$ cat src/rtl/csa_pipe_adder.sv
// Pipelined carry-select adder/subtractor with valid/ready handshakes on both sides.
// Define CSA_OVF_EN to enable the signed-overflow output; otherwise ovf is tied low.
module csa_pipe_adder #(
    parameter int WIDTH            = 16,
    parameter int BLOCK            = 4,
    parameter int BLOCKS_PER_STAGE = 2
) (
    input  logic             clk,
    input  logic             reset_n,
    input  logic             in_valid,
    output logic             in_ready,
    input  logic [WIDTH-1:0] a,
    input  logic [WIDTH-1:0] b,
    input  logic             cin,
    input  logic             sub,
    output logic             out_valid,
    input  logic             out_ready,
    output logic [WIDTH-1:0] sum,
    output logic             cout,
    output logic             ovf
);
    localparam int unsigned NB = WIDTH / BLOCK;
    localparam int unsigned S  = (NB + BLOCKS_PER_STAGE - 1) / BLOCKS_PER_STAGE;

    logic             adv;
    logic [WIDTH-1:0] b_eff;
    logic             c0;
    logic [S-1:0]     v;
    logic [S-1:0]     carry;

    assign adv       = !v[S-1] || out_ready;
    assign in_ready  = adv;
    assign out_valid = v[S-1];
    assign b_eff     = sub ? ~b : b;
    assign c0        = sub | cin;
    assign cout      = carry[S-1];

    always_ff @(posedge clk or negedge reset_n) begin
        if (!reset_n) begin
            v <= '0;
        end else if (adv) begin
            v[0] <= in_valid && in_ready;
            for (int unsigned i = 1; i < S; i++) begin
                v[i] <= v[i-1];
            end
        end
    end

    for (genvar j = 0; j < S; j++) begin : g_stage
        localparam int unsigned LO    = j * BLOCKS_PER_STAGE * BLOCK;
        localparam int unsigned NBJ   = (NB - j * BLOCKS_PER_STAGE < BLOCKS_PER_STAGE) ?
                                        NB - j * BLOCKS_PER_STAGE : BLOCKS_PER_STAGE;
        localparam int unsigned W     = NBJ * BLOCK;
        localparam int unsigned DEPTH = S - j;

        logic [W-1:0]   op_a;
        logic [W-1:0]   op_b;
        logic [W-1:0]   res;
        logic           c_in;
        logic           c_out;
        logic           c_run;
        logic           c_q;
        logic [BLOCK:0] s0;
        logic [BLOCK:0] s1;
        logic [BLOCK:0] pick;
        logic [W-1:0]   s_d [DEPTH];

        if (j == 0) begin : g_head
            assign op_a = a[LO +: W];
            assign op_b = b_eff[LO +: W];
            assign c_in = c0;
        end else begin : g_skew
            // Slice is delayed j cycles so it meets stage j-1's carry for the same transaction.
            logic [W-1:0] a_d [j];
            logic [W-1:0] b_d [j];

            always_ff @(posedge clk or negedge reset_n) begin
                if (!reset_n) begin
                    for (int unsigned i = 0; i < j; i++) begin
                        a_d[i] <= '0;
                        b_d[i] <= '0;
                    end
                end else if (adv) begin
                    a_d[0] <= a[LO +: W];
                    b_d[0] <= b_eff[LO +: W];
                    for (int unsigned i = 1; i < j; i++) begin
                        a_d[i] <= a_d[i-1];
                        b_d[i] <= b_d[i-1];
                    end
                end
            end

            assign op_a = a_d[j-1];
            assign op_b = b_d[j-1];
            assign c_in = carry[j-1];
        end

        always_comb begin
            s0    = '0;
            s1    = '0;
            pick  = '0;
            res   = '0;
            c_run = c_in;
            for (int unsigned i = 0; i < NBJ; i++) begin
                s0    = {1'b0, op_a[i*BLOCK +: BLOCK]} + {1'b0, op_b[i*BLOCK +: BLOCK]};
                s1    = {1'b0, op_a[i*BLOCK +: BLOCK]} + {1'b0, op_b[i*BLOCK +: BLOCK]}
                        + {{BLOCK{1'b0}}, 1'b1};
                pick  = c_run ? s1 : s0;
                res[i*BLOCK +: BLOCK] = pick[BLOCK-1:0];
                c_run = pick[BLOCK];
            end
            c_out = c_run;
        end

        // Resolved slice rides a DEPTH-long delay line so all slices exit together.
        always_ff @(posedge clk or negedge reset_n) begin
            if (!reset_n) begin
                c_q <= 1'b0;
                for (int unsigned i = 0; i < DEPTH; i++) begin
                    s_d[i] <= '0;
                end
            end else if (adv) begin
                c_q    <= c_out;
                s_d[0] <= res;
                for (int unsigned i = 1; i < DEPTH; i++) begin
                    s_d[i] <= s_d[i-1];
                end
            end
        end

        assign carry[j]     = c_q;
        assign sum[LO +: W] = s_d[DEPTH-1];
    end

`ifdef CSA_OVF_EN
    logic [S-1:0] sign_a;
    logic [S-1:0] sign_b;

    always_ff @(posedge clk or negedge reset_n) begin
        if (!reset_n) begin
            sign_a <= '0;
            sign_b <= '0;
        end else if (adv) begin
            sign_a[0] <= a[WIDTH-1];
            sign_b[0] <= b_eff[WIDTH-1];
            for (int unsigned i = 1; i < S; i++) begin
                sign_a[i] <= sign_a[i-1];
                sign_b[i] <= sign_b[i-1];
            end
        end
    end

    assign ovf = (sign_a[S-1] == sign_b[S-1]) && (sum[WIDTH-1] != sign_a[S-1]);
`else
    assign ovf = 1'b0;
`endif

endmodule
$ cat config.mk
export PLATFORM = sky130hd
export DESIGN_NAME = csa_pipe_adder
export DESIGN_NICKNAME = d
export VERILOG_FILES = /design/src/rtl/csa_pipe_adder.sv
export SDC_FILE = /design/constraint.sdc
export NUM_CORES = 1
export LEC_CHECK = 0
export CAP_MARGIN = 5
export CORE_UTILIZATION = 42
export CTS_BUF_LIST = sky130_fd_sc_hd__clkbuf_8
export DETAILED_ROUTE_END_ITERATION = 10
export PLACE_DENSITY = 0.77
export SYNTH_ARGS = -nofsm -noshare
export SYNTH_HDL_FRONTEND = slang
export SYNTH_SLANG_ARGS = --single-unit
$ cat constraint.sdc
create_clock -name clk -period 5.6 [get_ports clk]
set_clock_uncertainty 0.2 [all_clocks]
set_input_delay 0.56 -clock clk [delete_from_list [all_inputs] [get_ports clk]]
set_output_delay 0.56 -clock clk [all_outputs]
set_load 0.005 [all_outputs]
==> results of run 1 <==
==> cell usage in the layout (no fill, tap or decap), drive strengths merged, types with 3 or more instances in the layout <==
cell,Yosys,routed
a21o,4,4
a21oi,15,15
and3,4,4
buf,12,4
bufinv,0,3
clkbuf,9,5
clkdlybuf4s50,0,55
dfrtp,44,44
fa,4,4
ha,20,20
inv,16,16
mux2i,4,4
nand2,72,72
nand2b,3,3
nor2,14,14
nor2b,3,3
nor4b,3,3
o21ai,18,18
xnor2,18,18
xor2,15,15
==> Yosys cell counts, drive strengths merged, types with 9 or more instances <==
master  count
a21oi      15
buf        12
clkbuf      9
dfrtp      44
ha         20
inv        16
nand2      72
nor2       14
o21ai      18
xnor2      18
xor2       15
==> registers in the layout, indices dropped and copies added, names as in the netlist <==
| register | flops |
|---|---|
| g_stage.g_skew.a_d | 8 |
| v | 2 |
| sum | 8 |
| g_stage.g_skew.b_d | 8 |
| g_stage.s_d | 16 |
| g_stage.c_q | 1 |
| cout | 1 |
==> per-stage QoR <==
step / instances / instance area, µm² / total power (µW)
after global placement: 415 / 3300 / 953
after detailed placement: 415 / 3300 / 973
after CTS: 423 / 3460 / 1310
final: 423 / 3460 / 1290
after floorplan: 300 / 2730 / 789
after global routing: 423 / 3460 / 1390
==> cell families (layout without fill, tap and decap cells) <==
kind of cell | count (synthesis) | after routing | synth area share
other cells | 1 | 1 | 0.00137
fa+ha+maj | 24 | 24 | 0.121
flops | 44 | 44 | 0.403
compound gates | 47 | 47 | 0.102
simple gates | 110 | 110 | 0.184
xor+xnor | 33 | 33 | 0.111
mux | 4 | 4 | 0.0146
buf+inv | 37 | 83 | 0.0636
==> final cells by class <==
cell class	instances	area, µm²	share of cell area
Timing Repair Buffer	59	578	0.167
Multi-Input combinational cell	219	1470	0.424
Sequential cell	44	1100	0.318
Inverter	16	60.1	0.0174
Clock buffer	5	68.8	0.0199
Clock inverter	3	90.1	0.0260
Tap cell	77	96.3	0.0278
==> worst max-delay path: cells and delay by family <==
kind / cells / cell delay (ns)
adders and majority gates: 3 / 0.92
buffers and inverters: 4 / 0.85
and+or+nand+nor: 3 / 0.60
xor gates and xnor gates: 2 / 0.55
muxes: 1 / 0.21
==> worst min path at each step <==
stage,startpoint,end,cells after the start
6_report,reset_n,g_stage[1].g_skew.a_d[0],1
5_1_grt,v[0],v[1],1
4_1_cts,reset_n,g_stage[1].g_skew.a_d[0],1
3_5_place_dp,v[0],v[1],1
3_3_place_gp,v[0],v[1],1
2_1_floorplan,reset_n,cout,0
==> metal layers <==
metal | track usage | vias to the layer above | share of wire | wire [µm]
met2 | 0.300 | 47 | 0.49 | 2510
met4 | 0.0569 | 0 | 0.013 | 66
li1 | - | 1064 | - | -
met3 | 0.0275 | 6 | 0.040 | 204
met1 | 0.214 | 985 | 0.45 | 2320
met5 | 0 | - | 0 | 0
==> power by group <==
group,switching [µW],total [µW],internal [µW]
clock,107,330,223
sequential,56.1,469,413
combinational,225,493,268
==> metrics.md, run 1 <==
| Metric | Value |
|---|---|
| First-pass GRT wire length | 8.92 mm |
| Clock Tree Buf Depth | 2 |
| IO Port Bufs | 56 |
| Final setup vio count | 0 |
| Pwr/cell area | 373 nW/µm² |
| Outcome | finished, final reports clean |
| Slew HR | 0.374 |
| Detailed Route Iter0 Violations | 98 |
| Worst hold path type | primary input to async pin |
| Top cells by area, synth | dfrtp_1, nand2_1, ha_1 |
| Slowest cell on the critical path | fa_1 |
| R2R depth | 8 |
| Worst-Skew Late Latency | 0.29 ns |
| Post-CTS Setup Bufs | 0 |
| Htree depth | 2 |
| Synth Flop Type | dfrtp_1 |
| Half-perimeter wire length after placement | 3.83 mm |
| First-pass DRT Iterations | 4 |
| EDFF count, synth | 0 |
| Fillers | 625 |
| Tmin final | 3.73 ns |
| Critical Path Fanout Max | 20 |
| CTS tree | built |
| Register area share after synthesis | 0.403 |
| Hold Slack | 0.205 ns |
| Crit share post-route | 0.666 |
| Worst reg2reg setup slack | 2.84 ns |
| Grt total ovfl | 0 |
| Initial Util | 0.433 |
| Vias/cell | 4.97 |
| I/O pin cnt | 58 |
| Worst setup margin | 1.87 ns |
| Max cap viols | 0 |
| Pleak | 0.00160 µW |
| Syn Nets | 362 |
| Nets | 407 |
| Distinct cells, synth | 43 |
| Yosys top cell by area | dfrtp_1 |
| Worst reg2reg endpoint | g_stage[1].s_d[5] |
| Final Util | 0.548 |
| Worst R2R Start | g_stage[1].g_skew.a_d[0] |
| Crit Path Class | primary input to flip-flop |
| Kind of start point of the critical path | primary input |
| Setup TNS | 0 ns |
| Full die area | 6840 µm² |
| Endpoint class of the critical path | flip-flop |
| Row count | 29 |
| Share of cells above drive strength 1 | 0.0549 |
| Clock sinks | 44 |
| RSZ-0062 raised after global routing | false |
| Gpl congestion | 0.816 |
| All-Layer GR Usage | 0.171 |
| Syn_area_per_cell | 9.11 µm² |
| CP endpoint | g_stage[0].s_d[14] |
| Core area | 6310 µm² |
| Vias in the first global route | 2020 |
| Antenna Nets Post-Route | 0 |
| CP startpoint | sub |
| Clk pin slew, worst setup/hold paths | 0.08 ns |
| Flops & latches, synth | 44 |
| Highest clock rate | 268 MHz |
| Vias | 2102 |
| Resized Gates After CTS | 0 |
| Required time of the critical path | 5.58 ns |
| Area Overhead vs Synth | 26.6% |
| Critical Path AT | 3.71 ns |
| Slew @ Worst Pin | 0.939 ns |
| Yosys warning count | 0 |
| Pins Over Slew Limit | 0 |
| Antenna violations before repair | 0 |
| Diode count | 0 |
| Routed WL per cell | 12.1 µm |
| Mapped Area | 2730 µm² |
| Clock root cell | clkbuf_8 |
| CTS Hold Buffers Added | 0 |
| Final wirelength | 5.11 mm |
| Synth top area share | 0.403 |
| Place WS | 1.54 ns |
| Fraction of registers with async set/reset | 1.00 |
| Worst path max stage delay | 0.51 ns |
| Largest net degree at the start of global routing | 55 |
| Die W | 82.7 µm |
| Crit path cell chain | clkdlybuf4s50_1, buf_4, xor2_1, ha_1, inv_1, fa_1, inv_1, ha_1, nor4b_1, mux2i_1, xor2_2, nor2_1, or3_1 |
| Cells after Synth | 300 |
| Peak VDD IR | 0.000199 V |
| Die height | 82.7 µm |
| CTS Buf Count | 5 |
| Drt drc | 0 |
| Final Hold Viols | 0 |
Power figures use the tool's default switching activity.
==> run 2: changes to the inputs <==
Settings changed: PLACE_DENSITY 0.77 to 0.8.
Clock period 5.6 ns to 3.4 ns, I/O delays scaled along.
==> run 2 against run 1 <==
Compared with the run above:
- the run now ends with hold timing left
- sequential power increased by 65%
- core utilization is 1.1 points lower
- design area is 2.0% lower
- clock power down 12%
- global-route usage rose by 0.45 points
- first-iteration DRC count up 7.1%
- register-to-register slack got worse by 2.1 ns
==> metrics.md, run 2 (synthesis results as in run 1) <==
| Metric | Value |
|---|---|
| Switching share of total power | 0.331 |
| Crit path cell chain | clkdlybuf4s50_1, xor2_1, ha_1, inv_1, fa_1, inv_1, ha_1, nor4b_1, mux2i_1, xor2_2, nor2_1, or3_1 |
| Slowest cell on the critical path | clkdlybuf4s50_1 |
| Comb power frac | 0.437 |
| CTS Buf Count | 5 |
| Internal Pwr Total | 1270 µW |
| Family with the most delay on the worst path | adder cells |
| Critical Path AT | 3.14 ns |
| Pleak | 0.00157 µW |
| Die W | 82.7 µm |
| Biggest register | g_stage.s_d |
| Tmin final | 3.18 ns |
| Detailed Route Iter0 Violations | 105 |
| CTS tree | built |
| Clock power share | 0.154 |
| Critical Path Fanout Max | 6 |
| Cells after DPL | 418 |
| Worst hold path type | primary input to async pin |
| Hold Slack | -0.00335 ns |
| Die height | 82.7 µm |
| Antenna violations before repair | 0 |
| Peak VDD IR | 0.000265 V |
| Kind of start point of the critical path | primary input |
| IO Port Bufs | 56 |
| First-pass DRT Iterations | 4 |
| Crit share post-route | 0.934 |
| Design area | 3390 µm² |
| Final Hold Viols | 5 |
| Gpl congestion | 0.809 |
| Slew @ Worst Pin | 0.963 ns |
| Antenna Nets Post-Route | 0 |
| Nets | 410 |
| Diode count | 0 |
| Clock root cell | clkbuf_8 |
| Placed cell area | 3320 µm² |
| First-pass GRT wire length | 9.05 mm |
| Bufs and invs on worst path | 3 |
| Share of cells above drive strength 1 | 0.0549 |
| Fillers | 580 |
| Drt drc | 0 |
| Htree depth | 2 |
| Max cap viols | 0 |
| Grt total ovfl | 0 |
| Half-perimeter wire length after placement | 3.93 mm |
| Vias in the first global route | 2067 |
| Worst reg2reg setup slack | 0.72 ns |
| Row count | 29 |
| Worst path max stage delay | 0.52 ns |
| Clk pin slew, worst setup/hold paths | 0.07 ns |
| Routed WL per cell | 12.4 µm |
| Power share of the sequential group | 0.409 |
| Final wirelength | 5.24 mm |
| I/O pin cnt | 58 |
| Post-CTS Setup Bufs | 0 |
| Resized Gates After CTS | 0 |
| Core area | 6310 µm² |
| Outcome | complete, but fails checks |
| Initial Util | 0.433 |
| Switching power | 628 µW |
| Area Overhead vs Synth | 24.1% |
| Failing checks | hold timing |
| Layout Cells excl Fill | 423 |
| Most frequent cells in the layout | nand2_1, clkdlybuf4s50_1, dfrtp_1 |
| All-Layer GR Usage | 0.176 |
| Crit Path Class | primary input to flip-flop |
| Final setup vio count | 0 |
| Slew HR | 0.358 |
| Highest clock rate | 315 MHz |
| Clock sinks | 44 |
| Pins Over Slew Limit | 0 |
| FF+latch area | 1100 µm² |
| Endpoint class of the critical path | flip-flop |
| Worst-Skew Late Latency | 0.29 ns |
| Full die area | 6840 µm² |
| Required time of the critical path | 3.37 ns |
| Commonest non-fill, non-tap cell in the layout | nand2_1 |
| Largest register FFs | 16 |
| CTS Hold Buffers Added | 0 |
| Largest net degree at the start of global routing | 45 |
| Pwr/cell area | 558 nW/µm² |
| RSZ-0062 raised after global routing | false |
| Vias/cell | 4.99 |
| Overall power | 1890 µW |
| Vias | 2112 |
| Multi-input gate area | 1470 µm² |
| Clock Tree Buf Depth | 2 |
## run 2: cell type report
cell class / count / share of cell area
timing repair buffer: 62 / 0.177
multi-input combinational: 219 / 0.432
tap: 77 / 0.0284
sequential: 44 / 0.324
inverter: 16 / 0.0177
clock buffer: 5 / 0.0203
## run 2: routing by layer
metal / routed length, µm / vias up / global-route usage
met2: 2610 / 41 / 0.302
li1: - / 1067 / -
met1: 2350 / 997 / 0.219
met3: 194 / 7 / 0.0341
met4: 83 / 0 / 0.0621
met5: 0 / - / 0
## run 2: final timing paths
kind,to,start,cells after the start
setup / recovery,g_stage[0].s_d[14],sub,12
hold reg to reg,v[1],v[0],1
hold / removal,g_stage[1].s_d[0],reset_n,1
setup reg to reg,cout,g_stage[1].g_skew.a_d[0],9
min in group clk,v[1],v[0],1
max in group asynchronous,sum[5],reset_n,1
## run 2: metrics by stage
step / util / hold slack (ns) / setup slack [ns] / TNS [ns]
6_report: 0.537 / -0.00335 / 0.223 / 0
5_1_grt: 0.537 / 0.0813 / 0.0608 / 0
4_1_cts: 0.537 / 0.0290 / 0.222 / 0
3_5_place_dp: 0.527 / 0.245 / -0.0892 / -0.218
3_3_place_gp: 0.527 / 0.241 / 0.0258 / 0
2_1_floorplan: - / -0.156 / 0.0736 / 0
## run 2: power by group through the flow
stage / clock network (µW) / logic (µW) / registers, µW
finish: 291 / 827 / 775
global route: 320 / 937 / 797
floorplan: 0 / 532 / 767
CTS: 302 / 836 / 778
global placement: 0 / 807 / 780
detailed placement: 0 / 831 / 787
